$ cat src/rtl/cva6_tlb_sv32_core.sv
// Fully associative Sv32 TLB: zero-latency lookup, tree pseudo-LRU replacement,
// ASID/vaddr selective flush and raw state export.
module cva6_tlb_sv32_core #(
  parameter int unsigned TLB_ENTRIES = 4,
  parameter int unsigned ASID_WIDTH  = 1
) (
  input  logic                      clk_i,
  input  logic                      rst_ni,
  input  logic                      flush_i,
  input  logic [62:0]               update_i,
  input  logic                      lu_access_i,
  input  logic [ASID_WIDTH-1:0]     lu_asid_i,
  input  logic [31:0]               lu_vaddr_i,
  input  logic [ASID_WIDTH-1:0]     asid_to_be_flushed_i,
  input  logic [31:0]               vaddr_to_be_flushed_i,
  output logic [31:0]               lu_content_o,
  output logic                      lu_is_4M_o,
  output logic                      lu_hit_o,
  output logic [31*TLB_ENTRIES-1:0] port_tags_q_o,
  output logic [32*TLB_ENTRIES-1:0] port_content_q_o
);

  localparam int unsigned IDX_W  = (TLB_ENTRIES > 1) ? $clog2(TLB_ENTRIES) : 1;
  localparam int unsigned TREE_W = TLB_ENTRIES - 1;

  typedef struct packed {
    logic [8:0] asid;
    logic [9:0] vpn1;
    logic [9:0] vpn0;
    logic       is_4m;
    logic       valid;
  } tag_t;

  tag_t              tags_q    [TLB_ENTRIES];
  tag_t              tags_d    [TLB_ENTRIES];
  logic [31:0]       content_q [TLB_ENTRIES];
  logic [31:0]       content_d [TLB_ENTRIES];
  logic [TREE_W-1:0] tree_q, tree_d;

  logic [TLB_ENTRIES-1:0] lu_match;
  logic [TLB_ENTRIES-1:0] fl_match;
  logic [IDX_W-1:0]       hit_idx;
  logic [IDX_W-1:0]       victim;
  logic [IDX_W:0]         vict_node;
  logic                   vict_dir;
  logic                   fl_asid_zero, fl_vaddr_zero, fl_vm, fl_am;

  logic unused_vaddr_bits;
  assign unused_vaddr_bits = ^lu_vaddr_i[11:0];

  // Mark an entry most-recently-used: every node on its path points to the other half.
  function automatic logic [TREE_W-1:0] plru_touch(input logic [TREE_W-1:0] tree,
                                                   input logic [IDX_W-1:0]  entry);
    logic [TREE_W-1:0] t;
    logic [IDX_W-1:0]  path;
    logic [IDX_W:0]    node;
    logic              dir;
    t    = tree;
    path = entry;
    node = '0;
    for (int unsigned lvl = 0; lvl < IDX_W; lvl++) begin
      dir                   = path[IDX_W-1];
      t[node[IDX_W-1:0]]    = ~dir;
      node                  = (node << 1) + (IDX_W+1)'(1) + (IDX_W+1)'(dir);
      path                  = path << 1;
    end
    return t;
  endfunction

  // Lookup: lowest-index matching entry drives the result.
  always_comb begin
    lu_match     = '0;
    hit_idx      = '0;
    lu_hit_o     = 1'b0;
    lu_content_o = '0;
    lu_is_4M_o   = 1'b0;
    for (int unsigned i = 0; i < TLB_ENTRIES; i++) begin
      lu_match[i] = tags_q[i].valid
                  && (tags_q[i].vpn1 == lu_vaddr_i[31:22])
                  && (tags_q[i].is_4m || (tags_q[i].vpn0 == lu_vaddr_i[21:12]))
                  && ((tags_q[i].asid == 9'(lu_asid_i)) || content_q[i][5]);
    end
    for (int unsigned i = 0; i < TLB_ENTRIES; i++) begin
      if (lu_match[i] && !lu_hit_o) begin
        lu_hit_o     = 1'b1;
        hit_idx      = IDX_W'(i);
        lu_content_o = content_q[i];
        lu_is_4M_o   = tags_q[i].is_4m;
      end
    end
  end

  // Flush selection: a zero selector acts as a wildcard; globals survive ASID flushes.
  always_comb begin
    fl_match      = '0;
    fl_vm         = 1'b0;
    fl_am         = 1'b0;
    fl_asid_zero  = (asid_to_be_flushed_i == '0);
    fl_vaddr_zero = (vaddr_to_be_flushed_i == '0);
    for (int unsigned i = 0; i < TLB_ENTRIES; i++) begin
      fl_vm = (tags_q[i].vpn1 == vaddr_to_be_flushed_i[31:22])
            && (tags_q[i].is_4m || (tags_q[i].vpn0 == vaddr_to_be_flushed_i[21:12]));
      fl_am = !content_q[i][5] && (tags_q[i].asid == 9'(asid_to_be_flushed_i));
      fl_match[i] = (fl_asid_zero || fl_am) && (fl_vaddr_zero || fl_vm);
    end
  end

  // Victim: follow the tree from the root, 0 = lower half, 1 = upper half.
  always_comb begin
    victim    = '0;
    vict_node = '0;
    vict_dir  = 1'b0;
    for (int unsigned lvl = 0; lvl < IDX_W; lvl++) begin
      vict_dir  = tree_q[vict_node[IDX_W-1:0]];
      victim    = (victim << 1) | IDX_W'(vict_dir);
      vict_node = (vict_node << 1) + (IDX_W+1)'(1) + (IDX_W+1)'(vict_dir);
    end
  end

  // Next state: flush wins over update; update's MRU marking is applied last.
  always_comb begin
    tags_d    = tags_q;
    content_d = content_q;
    tree_d    = tree_q;
    if (flush_i) begin
      for (int unsigned i = 0; i < TLB_ENTRIES; i++) begin
        if (fl_match[i]) tags_d[i].valid = 1'b0;
      end
    end else begin
      if (lu_access_i && lu_hit_o) tree_d = plru_touch(tree_d, hit_idx);
      if (update_i[62]) begin
        tags_d[victim].asid  = update_i[40:32];
        tags_d[victim].vpn1  = update_i[60:51];
        tags_d[victim].vpn0  = update_i[50:41];
        tags_d[victim].is_4m = update_i[61];
        tags_d[victim].valid = 1'b1;
        content_d[victim]    = update_i[31:0];
        tree_d               = plru_touch(tree_d, victim);
      end
    end
  end

  always_ff @(posedge clk_i or negedge rst_ni) begin
    if (!rst_ni) begin
      for (int unsigned i = 0; i < TLB_ENTRIES; i++) begin
        tags_q[i]    <= '0;
        content_q[i] <= '0;
      end
      tree_q <= '0;
    end else begin
      tags_q    <= tags_d;
      content_q <= content_d;
      tree_q    <= tree_d;
    end
  end

  for (genvar g = 0; g < TLB_ENTRIES; g++) begin : g_port
    assign port_tags_q_o[31*g +: 31]    = tags_q[g];
    assign port_content_q_o[32*g +: 32] = content_q[g];
  end

endmodule

$ cat config.mk
export PLATFORM = sky130hd
export DESIGN_NAME = cva6_tlb_sv32_core
export DESIGN_NICKNAME = d
export VERILOG_FILES = /design/src/rtl/cva6_tlb_sv32_core.sv
export SDC_FILE = /design/constraint.sdc
export NUM_CORES = 1
export LEC_CHECK = 0
export ABC_CLOCK_PERIOD_IN_PS = 4980
export CAP_MARGIN = 15
export CORE_MARGIN = 4
export CORE_UTILIZATION = 30
export DETAILED_ROUTE_END_ITERATION = 8
export PLACE_DENSITY = 0.61
export SKIP_CTS_REPAIR_TIMING = 1
export SLEW_MARGIN = 15
export SYNTH_ARGS = -nofsm -noshare
export SYNTH_HDL_FRONTEND = slang
export SYNTH_SLANG_ARGS = --single-unit
$ cat constraint.sdc
create_clock -name clk_i -period 4.98 [get_ports clk_i]
set_clock_uncertainty 0.1 [all_clocks]
set_input_delay 0.996 -clock clk_i [delete_from_list [all_inputs] [get_ports clk_i]]
set_output_delay 0.996 -clock clk_i [all_outputs]
set_load 0.005 [all_outputs]
======== Word-level counts from Yosys, hierarchy flattened ========
Index checks and enable logic that the tools add are counted.
cells by class
  order comparisons ....................... 7
  $add $sub $neg .......................... 3
  reductions and logical operators ........ 67
  bitwise operators ....................... 8
  eq/ne operators ......................... 28
  muxes and demuxes ....................... 53
operators with widths
  operator                                                                      count
  124-bit bitwise mux                                                           5
  31-bit demux with 2-bit select                                                5
  10-bit == test                                                                16
  32-bit 2-to-1 mux                                                             5
  128-bit bitwise mux                                                           1
  94-bit 2-to-1 mux                                                             1
  9-bit by 1-bit == test with 1-bit output                                      8
  32-bit demux with 2-bit select                                                1
  32-bit logical NOT                                                            1
  1-bit logical AND                                                             31
  31-bit 2-to-1 mux                                                             1
  22-bit 2-to-1 mux                                                             1
  1-bit 2-to-1 mux                                                              21
  1-bit logical OR                                                              20
  12-bit 2-to-1 mux                                                             1
  2-bit AND reduction                                                           6
  2-bit by 3-bit less-than comparator with 1-bit output, second input constant  3
  3-bit 2-to-1 mux                                                              3
  2-bit by 1-bit inequality test with 1-bit output, second input constant       4
  1-bit logical NOT                                                             7
  1-bit by 1-bit adder with 2-bit output, first input constant                  3
  3-bit bitwise mux                                                             2
  2-bit 2-to-1 mux                                                              3
  1-bit inverter                                                                6
  other kinds (9)                                                               11
word-level totals
  bits of input ports ..................... 133
  register bits after elaboration ......... 255
  output and inout bits ................... 286

======== Logic depth before layout (Yosys ltp) ========
Gate-level depths: netlist of the first run.
  depth in word-level cells ............... 24
  depth in mapped cells ................... 9
  mapped depth without buffers ............ 6

======== Worst setup path after synthesis of the first run ========
Ideal clock, no wire load.
  path type ............................... in2out
  from .................................... in lu_vaddr_i[22]
  to ...................................... out lu_content_o[30]
  setup slack ............................. 972 ps
  data arrival time ....................... 2912 ps
  path buffers ............................ 2
  stages on the path ...................... 8
  cell sequence ........................... clkbuf_1 -> xnor2_1 -> nand4_1 -> or4_1 -> a211oi_2 -> and2_1 -> buf_2 -> mux2_1
on the way
  longest elaborated chain between the ends .. 14
ends and longest elaborated chain
  item                 line  RTL
  start: declaration   13    input logic [31:0] lu_vaddr_i,
  10-bit == test       79    && (tags_q[i].vpn1 == lu_vaddr_i[31:22])
  1-bit logical AND    79
  1-bit logical AND    80    && (tags_q[i].is_4m || (tags_q[i].vpn0 == lu_vaddr_i[21:12]))
  1-bit logical AND    81    && ((tags_q[i].asid == 9'(lu_asid_i)) || content_q[i][5]);
  1-bit 2-to-1 mux     84    if (lu_match[i] && !lu_hit_o) begin
  1-bit logical NOT    84
  1-bit logical AND    84
  1-bit 2-to-1 mux     84
  1-bit logical NOT    84
  1-bit logical AND    84
  1-bit 2-to-1 mux     84
  1-bit logical NOT    84
  1-bit logical AND    84
  32-bit 2-to-1 mux *  84
  end: declaration     16    output logic [31:0] lu_content_o,
Every way passes the cells marked *; elsewhere a longest branch is shown, timed or not.

======== Worst setup path after layout of the first run ========
  from .................................... in lu_vaddr_i[20]
  to ...................................... out lu_content_o[4]
on the way
  longest elaborated chain between the ends .. 14
ends and longest elaborated chain
  item                 line
  10-bit == test       80
  1-bit logical OR     80
  1-bit logical AND    80
  1-bit logical AND    81
  1-bit 2-to-1 mux     84
  1-bit logical NOT    84
  1-bit logical AND    84
  1-bit 2-to-1 mux     84
  1-bit logical NOT    84
  1-bit logical AND    84
  1-bit 2-to-1 mux     84
  1-bit logical NOT    84
  1-bit logical AND    84
  32-bit 2-to-1 mux *  84
Marked as above.

==> out/metrics.csv, run 1 <==
stage,metric,value,unit
floorplan,coreArea,42000,um2
grt,grt_use_total,0.207,
grt,grt_pass1_wl,74.3,mm
clock_tree,numCtsBuffers,29,
floorplan,die_area,46000,um2
worst_hold_path,hold_class,in -> async,
clock_tree,numClockSinks,255,
sta,finalSetupViolations,0,
sta,worst_pin_slew,0.932,ns
critical_path,required,3.88,ns
logic_synthesis,ys_ff_latch,255,
power_and_ir_drop,p_int,7600,uW
detailed_routing,dr.pass1.iters,4,
logic_synthesis,synth-main-ff-cell,dfrtp_1,
clock_tree,htreeDepth,1,
sta,hold_viol_final,0,
floorplan,ios,419,
critical_path,crit_arrival,3.79,ns
logic_synthesis,syn_avg_cell_area,12.9,um2
sta,maxSlewHeadroom,0.379,
grt,grt_max_degree,109,
critical_path,path_class,in -> out,
logic_synthesis,synth_enable_flop_cells,0,
finish,final_cell_mix,"clkdlybuf4s50_1, dfrtp_1, mux2_2",
critical_path,crit_family,buffers and inverters,
grt,antenna_found_initial,5,
status,outcome,finished clean,
logic_synthesis,synthCells,992,
critical_path,critPathBufInv,6,
detailed_routing,vias,10400,
power_and_ir_drop,power_density,593,nW/um2
power_and_ir_drop,seqPwrFrac,0.382,
critical_path,cp_slowest_stage_delay,0.55,ns
placement,hpwl,35.2,mm
power_and_ir_drop,power.leakage,0.00785,uW
sta,rsz0062_at_grt,no,
floorplan,dieWidth,215,um
detailed_routing,route.detailed.wl_per_inst,25.2,um
grt,grt_use_met2,0.349,
logic_synthesis,synth_top_area_cell,dfrtp_1,
logic_synthesis,syn-cell-area,12800,um2
power_and_ir_drop,power.switching,3760,uW
logic_synthesis,synthDistinctLibCells,47,
detailed_routing,drt-total-wl,50.0,mm
floorplan,rows,75,
power_and_ir_drop,power,11400,uW
clock_tree,clk_pin_slew_worst_paths,0.06,ns
detailed_routing,routed_via_density,5.22,
placement,dpl_cell_area,17900,um2
power_and_ir_drop,vdd.ir_drop.worst,381,uV
critical_path,path_cells,clkdlybuf4s50_1 -> buf_4 -> xor2_1 -> nor2_2 -> a41oi_4 -> buf_4 -> nor2_4 -> buf_4 -> clkbuf_16 -> a221o_1 -> a22o_1 -> clkdlybuf4s50_1,
finish,drive_gt1_frac,0.279,
detailed_routing,drc_errors,0,
power_and_ir_drop,p_clk_frac,0.193,
logic_synthesis,postSynth.asyncResetShare,1.00,
critical_path,crit_top_cell,buf_4,
clock_tree,insertion_delay,0.55,ns
logic_synthesis,ys.warnings.count,0,
grt,grt_pass1_vias,11300,
detailed_routing,drt_iter0_markers,509,
finish,fill_cells,3918,
critical_path,crit_path_start_kind,input pin,
clock_tree,cts_tree,yes,
floorplan,initial_core_util,0.304,
logic_synthesis,synth.top_cell.area_share,0.499,
sta,period_needed,4.88,ns
logic_synthesis,ys_seq_area_frac,0.499,
finish,final_common_cell,clkdlybuf4s50_1,
logic_synthesis,syn_nets,1125,
clock_tree,cts_buffer_depth,3,
placement,port_buffers,406,
critical_path,crit_path_max_fanout,11,
sta,fmax,205,MHz
finish,design_area,19100,um2
logic_synthesis,synthTopCellsByArea,"dfrtp_1, mux2_2, xor2_1, xnor2_1, a221o_1",
grt,use_met1,0.262,
power_and_ir_drop,switching_share,0.331,
placement,gp_congestion,0.882,
grt,grt-ovfl-total,0,
detailed_routing,postRouteAntennaNets,0,
critical_path,end_kind,output port,
clock_tree,cts_root_buf,clkbuf_16,
grt,gr-usage-met3,0.0680,
floorplan,die_h,215,um
grt,busiest_layer,met2,
sta,final_max_slew_viol_count,0,
job,cap_violations,0,
finish,nNetsFinal,1557,
finish,area_growth,49.6,%
power_and_ir_drop,combPwrFrac,0.426,
sta,fin_crit_sh,0.981,
critical_path,cpMaxStageDelayCell,clkdlybuf4s50_1,
-- logic make-up after synthesis --
kind of cell / after synthesis / share of synthesized area
AO/OA/AOI/OAI: 132 / 0.0897
XOR/XNOR: 164 / 0.112
buffers and inverters: 83 / 0.0274
flip-flops: 255 / 0.499
multiplexers: 250 / 0.220
AND/OR/NAND/NOR: 108 / 0.0520
-- power groups by stage --
stage,combinational (uW),clock [uW],sequential (uW)
after floorplan,1770,0,4100
after global placement,4720,0,4310
after detailed placement,4750,0,4350
after CTS,4780,2250,4330
after global routing,5140,2350,4520
final,4830,2190,4340
-- flip-flops by register name (all words and copies together), names as in the netlist --
| register | flops |
|---|---|
| port_content_q_o | 128 |
| tree_q | 3 |
| port_tags_q_o | 124 |
-- area by class of cell --
| class | count | area (um2) | area share |
|---|---|---|---|
| Timing Repair Buffer | 480 | 4840 | 0.253 |
| Multi-Input combinational cell | 655 | 6270 | 0.328 |
| Sequential cell | 255 | 6380 | 0.333 |
| Antenna cell | 1 | 2.50 | 0.000131 |
| Clock buffer | 39 | 803 | 0.0420 |
| Tap cell | 539 | 674 | 0.0352 |
| Inverter | 3 | 11.3 | 0.000588 |
| Clock inverter | 11 | 163 | 0.00850 |
-- through the flow --
step / std cells / TNS (ns) / worst slack, ns / util / hold WS, ns
after floorplan: 992 / 0 / 0.972 / - / 0.421
after global placement: 1923 / -4.69 / -0.214 / 0.425 / 0.415
after detailed placement: 1923 / -4.87 / -0.229 / 0.425 / 0.419
after CTS: 1973 / -5.40 / -0.256 / 0.448 / 0.203
after global routing: 1983 / 0 / 0.0107 / 0.455 / 0.220
final: 1983 / 0 / 0.0963 / 0.455 / 0.220
-- path summary, 6_finish.rpt --
| check | to | slack, ns | cells after the start | start |
|---|---|---|---|---|
| max in group asynchronous | port_content_q_o[82] | 3.61 | 2 | rst_ni |
| hold reg to reg | port_content_q_o[111] | 0.43 | 1 | port_content_q_o[111] |
| hold / removal | port_tags_q_o[108] | 0.22 | 1 | rst_ni |
| setup reg to reg | tree_q[2] | 2.14 | 8 | port_tags_q_o[57] |
| min in group clk_i | port_content_q_o[111] | 0.43 | 1 | port_content_q_o[111] |
| setup / recovery | lu_content_o[4] | 0.1 | 12 | lu_vaddr_i[20] |
-- cell usage after synthesis, types with 5 or more instances --
library cell and count:
a41oi_1 6, dfrtp_1 255, nand2_1 9, a22o_1 30, mux2_2 248, xor2_1 98
nor3_1 5, o21ai_0 5, xnor2_1 66, nor4_1 41, clkbuf_1 69, nand4_1 16
a221o_1 30, nand3_1 6, a31oi_1 10, nor2_1 8, a2bb2oi_1 32
-- per-layer routing --
metal  share of wire  vias to the layer above
li1                -                     4556
met1            0.42                     5350
met2            0.48                      380
met3           0.079                       64
met4           0.021                        6
met5         0.00082                        -
Power figures use the tool's default switching activity.
==> run 2: changes to the inputs <==
--- a/config.mk
+++ b/config.mk
@@ -8,9 +8,9 @@
 export ABC_CLOCK_PERIOD_IN_PS = 4980
 export CAP_MARGIN = 15
 export CORE_MARGIN = 4
-export CORE_UTILIZATION = 30
+export CORE_UTILIZATION = 45
 export DETAILED_ROUTE_END_ITERATION = 8
-export PLACE_DENSITY = 0.61
+export PLACE_DENSITY = 0.84
 export SKIP_CTS_REPAIR_TIMING = 1
 export SLEW_MARGIN = 15
 export SYNTH_ARGS = -nofsm -noshare
==> run 2 against run 1 <==
  * Global-route usage increased by 7.4 points
  * Final area decreased by 1.3%
  * Highest routed layer unchanged
  * Cell count decreased by 7.7%
  * Fmax about the same
  * Non-clock buffer count increased by 7
  * Combinational power about the same
  * Clock-buffer cell count increased by 2
  * Critical path depth decreased by 2
  * Setup slack got worse by 0.00066 ns
  * Die area decreased by 32%
==> out/metrics.csv, run 2 (synthesis gave the netlist of run 1 again) <==
stage,metric,value,unit,change
finish,post-route-util,0.677,,+0.221
finish,final_cell_mix,"clkdlybuf4s50_1, dfrtp_1, mux2_2",,
sta,worst_pin_slew,1.10,ns,+0.169 ns
sta,maxSlewHeadroom,0.266,,-0.113
critical_path,crit_top_cell,clkdlybuf4s50_1,,
sta,fmax,205,MHz,about the same
floorplan,die_h,177,um,-18%
sta,period_needed,4.88,ns,+0.000661 ns
critical_path,crit_end,lu_content_o[0],,
detailed_routing,dr_wl_met3,4.00,mm,+1.5%
clock_tree,htreeDepth,1,,unchanged
detailed_routing,drt_iter0_markers,587,,+15%
critical_path,critPathBufInv,4,,-2
clock_tree,insertion_delay,0.55,ns,about the same
power_and_ir_drop,p_int,7470,uW,-1.8%
clock_tree,numClockSinks,255,,unchanged
grt,grt_max_degree,123,,+13%
critical_path,crit_path_max_fanout,20,,+9
power_and_ir_drop,power_density,592,nW/um2,-0.23%
sta,worst_slack,0.0957,ns,-0.000661 ns
job,cap_violations,0,,unchanged
sta,hold_viol_final,0,,unchanged
grt,grt_pass1_wl,67.9,mm,-8.7%
sta,final_max_slew_viol_count,0,,unchanged
detailed_routing,highest-signal-layer,met5,,
power_and_ir_drop,combPwrFrac,0.432,,+0.006
status,outcome,finished clean,,
critical_path,crit_cells,10,,-2
detailed_routing,routed_via_density,5.75,,+10%
placement,place_ws,-0.232,ns,-0.00257 ns
critical_path,startpoint,lu_vaddr_i[20],,
finish,area_growth,47.7,%,
sta,fin_crit_sh,0.981,,about the same
floorplan,dieWidth,177,um,-18%
detailed_routing,drt-total-wl,46.0,mm,-7.9%
finish,drive_gt1_frac,0.278,,-0.000851
power_and_ir_drop,power.switching,3720,uW,-0.95%
critical_path,r2r_start,port_tags_q_o[57],,
detailed_routing,vias,10500,,+1.6%
placement,gp_congestion,0.906,,+2.8%
placement,hpwl,32.3,mm,-8.2%
floorplan,die_area,31200,um2,-32%
finish,nNetsFinal,1564,,+0.45%
grt,grt_pass1_vias,11000,,-2.5%
critical_path,end_kind,output port,,
clock_tree,clk_pin_slew_worst_paths,0.06,ns,about the same
sta,rsz0062_at_grt,yes,,
placement,port_buffers,406,,unchanged
floorplan,coreArea,27900,um2,-34%
clock_tree,cts_buffer_depth,3,,unchanged
floorplan,rows,61,,-19%
detailed_routing,postRouteAntennaNets,0,,unchanged
clock_tree,cts_root_buf,clkbuf_16,,
finish,fill_cells,2118,,-46%
detailed_routing,route.detailed.wl_per_inst,25.1,um,-0.22%
finish,largest_register_ffs,128,,unchanged
finish,stdcell_count,1831,,-7.7%
clock_tree,numCtsBuffers,28,,-3.4%
critical_path,reg2reg_depth,10,,+2
grt,grt-ovfl-total,0,,unchanged
power_and_ir_drop,vdd.ir_drop.worst,504,uV,+32%
grt,grt_use_total,0.281,,+0.0742
sta,finalSetupViolations,0,,unchanged
critical_path,path_class,in -> out,,
power_and_ir_drop,p_clk_frac,0.181,,-0.012
critical_path,r2r_slack,1.87,ns,-0.27 ns
detailed_routing,dr.pass1.iters,5,,+1
clock_tree,cts_tree,yes,,
power_and_ir_drop,seqPwrFrac,0.387,,+0.005
critical_path,required,3.88,ns,about the same
finish,multiInputGateArea,6250,um2,-0.28%
worst_hold_path,hold_class,reg -> reg,,
critical_path,crit_family,buffers and inverters,,
floorplan,initial_core_util,0.458,,+0.154
grt,antenna_found_initial,2,,-3
finish,final_common_cell,clkdlybuf4s50_1,,
detailed_routing,drt-met1-wl,17.8,mm,-15%
critical_path,reg2reg_to,tree_q[2],,
critical_path,cp_slowest_stage_delay,0.59,ns,+0.04 ns
power_and_ir_drop,power.leakage,0.00807,uW,+2.8%
critical_path,path_cells,clkdlybuf4s50_1 -> buf_4 -> xor2_1 -> nor4_1 -> a41o_2 -> a22oi_2 -> and2_4 -> buf_12 -> a22o_1 -> clkdlybuf4s50_1,,
detailed_routing,drc_errors,0,,unchanged
placement,dp.cells,1763,,-8.3%
finish,seqCellArea,6380,um2,unchanged
critical_path,crit_path_start_kind,input pin,,
floorplan,ios,419,,unchanged
power_and_ir_drop,switching_share,0.333,,+0.00183
critical_path,crit_arrival,3.79,ns,about the same
detailed_routing,wl_met2,22.6,mm,-5.7%
critical_path,cpMaxStageDelayCell,clkdlybuf4s50_1,,
## run 2: changes by cell type in the layout (fill, tap and decap cells not counted), sizes merged
cell	before	now
diode	1	2
o211a	2	3
dlymetal6s2s	20	32
buf	74	81
bufinv	4	2
clkdlybuf4s50	385	373
clkbuf	40	42
clkinvlp	3	1
clkinv	4	6
## run 2: power groups by stage
stage	Clock, uW	Sequential [uW]	Combinational, uW
2_1_floorplan	0	4100	1770
3_3_place_gp	0	4270	4640
3_5_place_dp	0	4310	4720
4_1_cts	2070	4300	4760
5_1_grt	2150	4480	5120
6_report	2030	4330	4830
## run 2: routing by layer
metal	GRT usage	vias to the layer above
li1	-	4573
met1	0.356	5327
met2	0.475	514
met3	0.0722	106
met4	0.0912	2
met5	0	-
## run 2: stage by stage
stage                     total power (uW)  TNS [ns]  cell area [um2]  hold slack (ns)
after floorplan                       5870         0            12800            0.421
after global placement                8910     -4.35            17600            0.411
after detailed placement              9020     -4.38            17600            0.424
after CTS                            11100     -5.25            18500            0.437
after global routing                 11800  -0.00490            18900            0.446
final                                11200         0            18900            0.434
## run 2: layout make-up
type,count,area share
clock inverters,9,0.00576
diodes,2,0.000265
inverters,3,0.000596
flip-flops and latches,255,0.338
clock buffers,41,0.0418
repair buffers,487,0.258
well taps,378,0.0250
multi-input cells,656,0.331
## run 2: worst min path at each step
stage / start / end / depth (start not counted)
final: port_content_q_o[110] / port_content_q_o[110] / 1
after global routing: port_content_q_o[34] / port_content_q_o[34] / 1
after CTS: port_content_q_o[88] / port_content_q_o[88] / 1
after detailed placement: port_content_q_o[15] / port_content_q_o[15] / 1
after global placement: port_content_q_o[126] / port_content_q_o[126] / 1
after floorplan: port_tags_q_o[93] / port_tags_q_o[93] / 2
==> run 3: changes to the inputs <==
--- a/config.mk
+++ b/config.mk
@@ -7,7 +7,7 @@
 export LEC_CHECK = 0
 export ABC_CLOCK_PERIOD_IN_PS = 4980
 export CAP_MARGIN = 15
-export CORE_MARGIN = 4
+export CORE_MARGIN = 1.5
 export CORE_UTILIZATION = 45
 export DETAILED_ROUTE_END_ITERATION = 8
 export PLACE_DENSITY = 0.84
==> run 3 against run 2 <==
  * Hold slack lost 0.0021 ns
  * Utilization grew 0.90 points
  * Total power grew 0.78%
  * First-iteration DRC count grew 4.8%
  * Non-clock buffer count grew 3
  * Critical path type unchanged
  * Largest cell class unchanged
  * Largest power group unchanged
  * Highest routed layer is now met4
==> out/metrics.csv, run 3 (synthesis gave the netlist of run 1 again) <==
stage,metric,value,unit,change
power_and_ir_drop,power_density,590,nW/um2,-0.27%
finish,final_common_cell,clkdlybuf4s50_1,,
detailed_routing,dr.pass1.iters,4,,-1
critical_path,crit_path_max_fanout,15,,-25%
power_and_ir_drop,vdd.ir_drop.worst,369,uV,-27%
sta,final_max_slew_viol_count,0,,unchanged
finish,post-route-util,0.686,,+0.00900
grt,antenna_found_initial,4,,+2
clock_tree,numClockSinks,255,,unchanged
finish,area_growth,49.3,%,
critical_path,crit_path_start_kind,input pin,,
clock_tree,htreeDepth,1,,unchanged
clock_tree,cts_tree,yes,,
finish,largest_register_ffs,128,,unchanged
grt,grt_pass1_vias,11200,,+2.4%
clock_tree,cts_buffer_depth,3,,unchanged
critical_path,required,3.88,ns,about the same
clock_tree,clk_pin_slew_worst_paths,0.06,ns,about the same
sta,worst_pin_slew,1.12,ns,+0.0196 ns
floorplan,dieWidth,172,um,-2.8%
critical_path,path_cells,clkdlybuf4s50_1 -> buf_4 -> xnor2_1 -> nand4_1 -> nor4_4 -> buf_4 -> a211oi_4 -> buf_4 -> buf_12 -> a2bb2oi_1 -> a22o_1 -> clkdlybuf4s50_1,,
floorplan,die_h,172,um,-2.8%
finish,drive_gt1_frac,0.289,,+0.0106
finish,multiInputGateArea,6340,um2,+1.4%
clock_tree,insertion_delay,0.56,ns,about the same
sta,fin_crit_sh,0.994,,+0.0127
clock_tree,numCtsBuffers,28,,unchanged
finish,design_area,19100,um2,+1.1%
worst_hold_path,hold_class,reg -> reg,,
placement,place_ws,-0.101,ns,+0.132 ns
finish,seqCellArea,6380,um2,unchanged
critical_path,cp_slowest_stage_delay,0.54,ns,-0.05 ns
detailed_routing,route.detailed.wl_per_inst,25.0,um,-0.53%
floorplan,initial_core_util,0.459,,+0.00125
sta,worst_slack,0.0324,ns,-0.0633 ns
detailed_routing,drt_iter0_markers,615,,+4.8%
floorplan,die_area,29500,um2,-5.6%
finish,final_cell_mix,"clkdlybuf4s50_1, dfrtp_1, mux2_2",,
floorplan,rows,61,,unchanged
sta,hold_viol_final,0,,unchanged
job,cap_violations,0,,unchanged
finish,nNetsFinal,1568,,+0.26%
sta,period_needed,4.95,ns,+0.0633 ns
placement,hpwl,31.4,mm,-2.8%
placement,gp_congestion,0.959,,+5.9%
grt,grt_pass1_wl,66.6,mm,-2.0%
grt,grt_use_total,0.299,,+0.0179
detailed_routing,drt-total-wl,45.9,mm,-0.31%
detailed_routing,drc_errors,0,,unchanged
finish,fill_cells,1974,,-6.8%
power_and_ir_drop,power.leakage,0.00805,uW,-0.23%
critical_path,end_kind,output port,,
floorplan,ios,419,,unchanged
sta,finalSetupViolations,0,,unchanged
sta,fmax,202,MHz,-1.3%
detailed_routing,routed_via_density,5.77,,+0.41%
critical_path,cpMaxStageDelayCell,clkdlybuf4s50_1,,
clock_tree,cts_root_buf,clkbuf_16,,
grt,grt_max_degree,138,,+12%
placement,dpl_cell_area,17700,um2,+0.58%
critical_path,crit_arrival,3.85,ns,+0.06 ns
detailed_routing,postRouteAntennaNets,0,,unchanged
critical_path,crit_top_cell,buf_4,,
status,outcome,finished clean,,
grt,grt-ovfl-total,0,,unchanged
detailed_routing,vias,10600,,+0.63%
floorplan,coreArea,27900,um2,-0.27%
critical_path,path_class,in -> out,,
sta,setup_tns,0,ns,unchanged
sta,maxSlewHeadroom,0.253,,-0.0130
placement,port_buffers,406,,unchanged
[run 3: cell types whose count changed in the layout (fill, tap and decap cells not counted), sizes merged, moves of 2 or more]
cell / before / now
diode: 2 / 4
dlymetal6s2s: 32 / 24
buf: 81 / 84
clkdlybuf4s50: 373 / 381
[run 3: area by class of cell]
| class | count | area share |
|---|---|---|
| clock inverter | 8 | 0.00570 |
| clock buffer | 40 | 0.0422 |
| multi-input combinational | 657 | 0.332 |
| sequential | 255 | 0.334 |
| antenna | 4 | 0.000524 |
| inverter | 3 | 0.000590 |
| tap | 378 | 0.0248 |
| timing repair buffer | 490 | 0.260 |
[run 3: path summary, 6_finish.rpt]
kind	from	end	cells past startpoint	slack, ns
setup reg to reg	port_tags_q_o[85]	tree_q[0]	9	1.85
setup / recovery	lu_vaddr_i[30]	lu_content_o[8]	12	0.03
max in group asynchronous	rst_ni	port_content_q_o[39]	2	3.19
hold reg to reg	port_content_q_o[117]	port_content_q_o[117]	1	0.43
hold / removal	port_content_q_o[117]	port_content_q_o[117]	1	0.43
min in group asynchronous	rst_ni	port_tags_q_o[15]	1	0.47
[run 3: layer usage]
metal	vias to the layer above	part of all wire	track usage
met5	-	0	0
met4	0	0.037	0.121
met3	109	0.082	0.0766
met2	461	0.49	0.516
met1	5441	0.39	0.356
li1	4577	-	-
[run 3: worst max-delay path, delay by kind of cell]
kind	cells	cell delay (ns)
AO/OA/AOI/OAI	3	0.40
XOR/XNOR	1	0.12
buffers and inverters	6	1.72
AND/OR/NAND/NOR	2	0.60
[run 3: through the flow]
| stage | total power (uW) | hold slack [ns] | instances |
|---|---|---|---|
| 2_1_floorplan | 5870 | 0.421 | 992 |
| 5_1_grt | 11800 | 0.446 | 1835 |
| 6_report | 11300 | 0.432 | 1835 |
| 3_3_place_gp | 8840 | 0.411 | 1766 |
| 3_5_place_dp | 8990 | 0.421 | 1766 |
| 4_1_cts | 11100 | 0.435 | 1814 |
[run 3: where the power goes]
| part | leakage [uW] | internal (uW) | switching [uW] |
|---|---|---|---|
| registers | 0.00305 | 3100 | 1240 |
| clock network | 0.000451 | 1220 | 865 |
| logic | 0.00455 | 3180 | 1660 |
==> RTL edit: new RTL, flow settings as in run 1 <==
Set the parameter `TLB_ENTRIES` to 8 (it was 4).
--- a/src/rtl/cva6_tlb_sv32_core.sv
+++ b/src/rtl/cva6_tlb_sv32_core.sv
@@ -2,5 +2,5 @@
 // ASID/vaddr selective flush and raw state export.
 module cva6_tlb_sv32_core #(
-  parameter int unsigned TLB_ENTRIES = 4,
+  parameter int unsigned TLB_ENTRIES = 8,
   parameter int unsigned ASID_WIDTH  = 1
 ) (
Ports: changed (resized port_content_q_o and port_tags_q_o); port bits go from 419 to 671. No check against the original RTL was run, so the function may have changed too.
==> RTL edit against run 1 <==
- the flow now finishes with violations (negative setup slack)
- combinational power up 120%
- synthesized area up 100%
- power up 110%
- worst setup slack worse by 220 ps
- count of clock-buffer cells in the layout up 46
- sequential cell count up 256
- maximum frequency down 4.4%
- via count up 120%
- final area up 110%
- wire length up 140%
- non-clock buffer count up 518
- global-route usage up 5.0 points
- highest routed layer unchanged
==> RTL edit: results (changes against run 1) <==
metric	value	unit	change
status	finished, violations left		
violated checks	negative setup slack		
fraction of area in registers	32.50	%	-0.82 points
max reg flops	256		+100%
setup ws final	-128.0	ps	-224.4 ps
Metal-1 WL	49.19	mm	+140%
synth top area cells	dfrtp_1 (50%), mux2_2 (21%), xnor2_1 (5.9%)		
invs w/o clock	38		+35
Detailed Place HPWL	89.70	mm	+150%
syn avg cell area	12.00	µm²	-7.0%
final setup fails	23		+23
Post-Place Cells	4054		+110%
Met2 Wirelength	58.62	mm	+140%
met2 Use GR	42.92	%	+8.0 points
diode count	7		+6
Max VDD drop	429.7	µV	+13%
pre-CTS setup slack	-1287	ps	-1058 ps
Multi-In Gates	1451		+120%
gpl congestion	0.9426		+6.9%
slowest stage delay, CP	680	ps	+130 ps
Mapped Nets	2271		+100%
Compound-Gate Fraction of Synth Area	7.613	%	-1.4 points
library cells used by synthesis	63		+34%
initial antenna violation count	8		+3
worst-skew pair later-pin latency	630	ps	+80 ps
global-route usage over all layers	25.71	%	+5.0 points
CP max stage cell	or4_4		
vias in the first global route	23090		+100%
multi-input combinational area share	33.51	%	+0.76 points
setup_tns	-1860	ps	-1860 ps
WL met3	9.123	mm	+130%
leakage power	16.69	nW	+110%
nonclk buf count	998		+110%
Fillers	7698		+96%
final core occ	46.71	%	+1.2 points
Signal buf overhead	24.82	%	-0.46 points
IO Port Bufs	658		+62%
sequential cell count	511		+100%
DR iter-0 viols	1681		+230%
1st-pass router iterations	5		+1
met3 GRT Util	5.732	%	-1.1 points
H-Tree Level Count	2		+1
via density per instance	5.301		+1.5%
post-synthesis xor/xnor area fraction	11.20	%	-0.028 points
synth cell count leaders	dfrtp_1 (511), mux2_2 (476), xnor2_1 (172)		
mux cell area share after synthesis	20.93	%	-1.1 points
-- RTL edit: worst paths after layout --
path | startpoint | endpoint | slack [ps] | cells past startpoint
worst max-delay path | lu_vaddr_i[27] | lu_content_o[14] | -130 | 16
worst min-delay path | rst_ni | port_tags_q_o[204]$_DFFE_PN0P_ | 320 | 1
worst max register to register | port_tags_q_o[118]$_DFFE_PN0P_ | tree_q[4]$_DFFE_PN0N_ | 1040 | 15
worst min register to register | port_content_q_o[7]$_DFFE_PN0P_ | port_content_q_o[7]$_DFFE_PN0P_ | 430 | 1
max in group asynchronous | rst_ni | port_content_q_o[22]$_DFFE_PN0P_ | 3270 | 2
min in group clk_i | port_content_q_o[7]$_DFFE_PN0P_ | port_content_q_o[7]$_DFFE_PN0P_ | 430 | 1
-- RTL edit: report_power, final --
group	internal [W]	switching (W)	total [W]	leakage, nW
sequential	0.00616	0.00268	0.00884	6.27
combinational	0.00645	0.00404	0.0105	9.42
clock	0.00268	0.00185	0.00454	1.00
total	0.0153	0.00857	0.0239	16.7
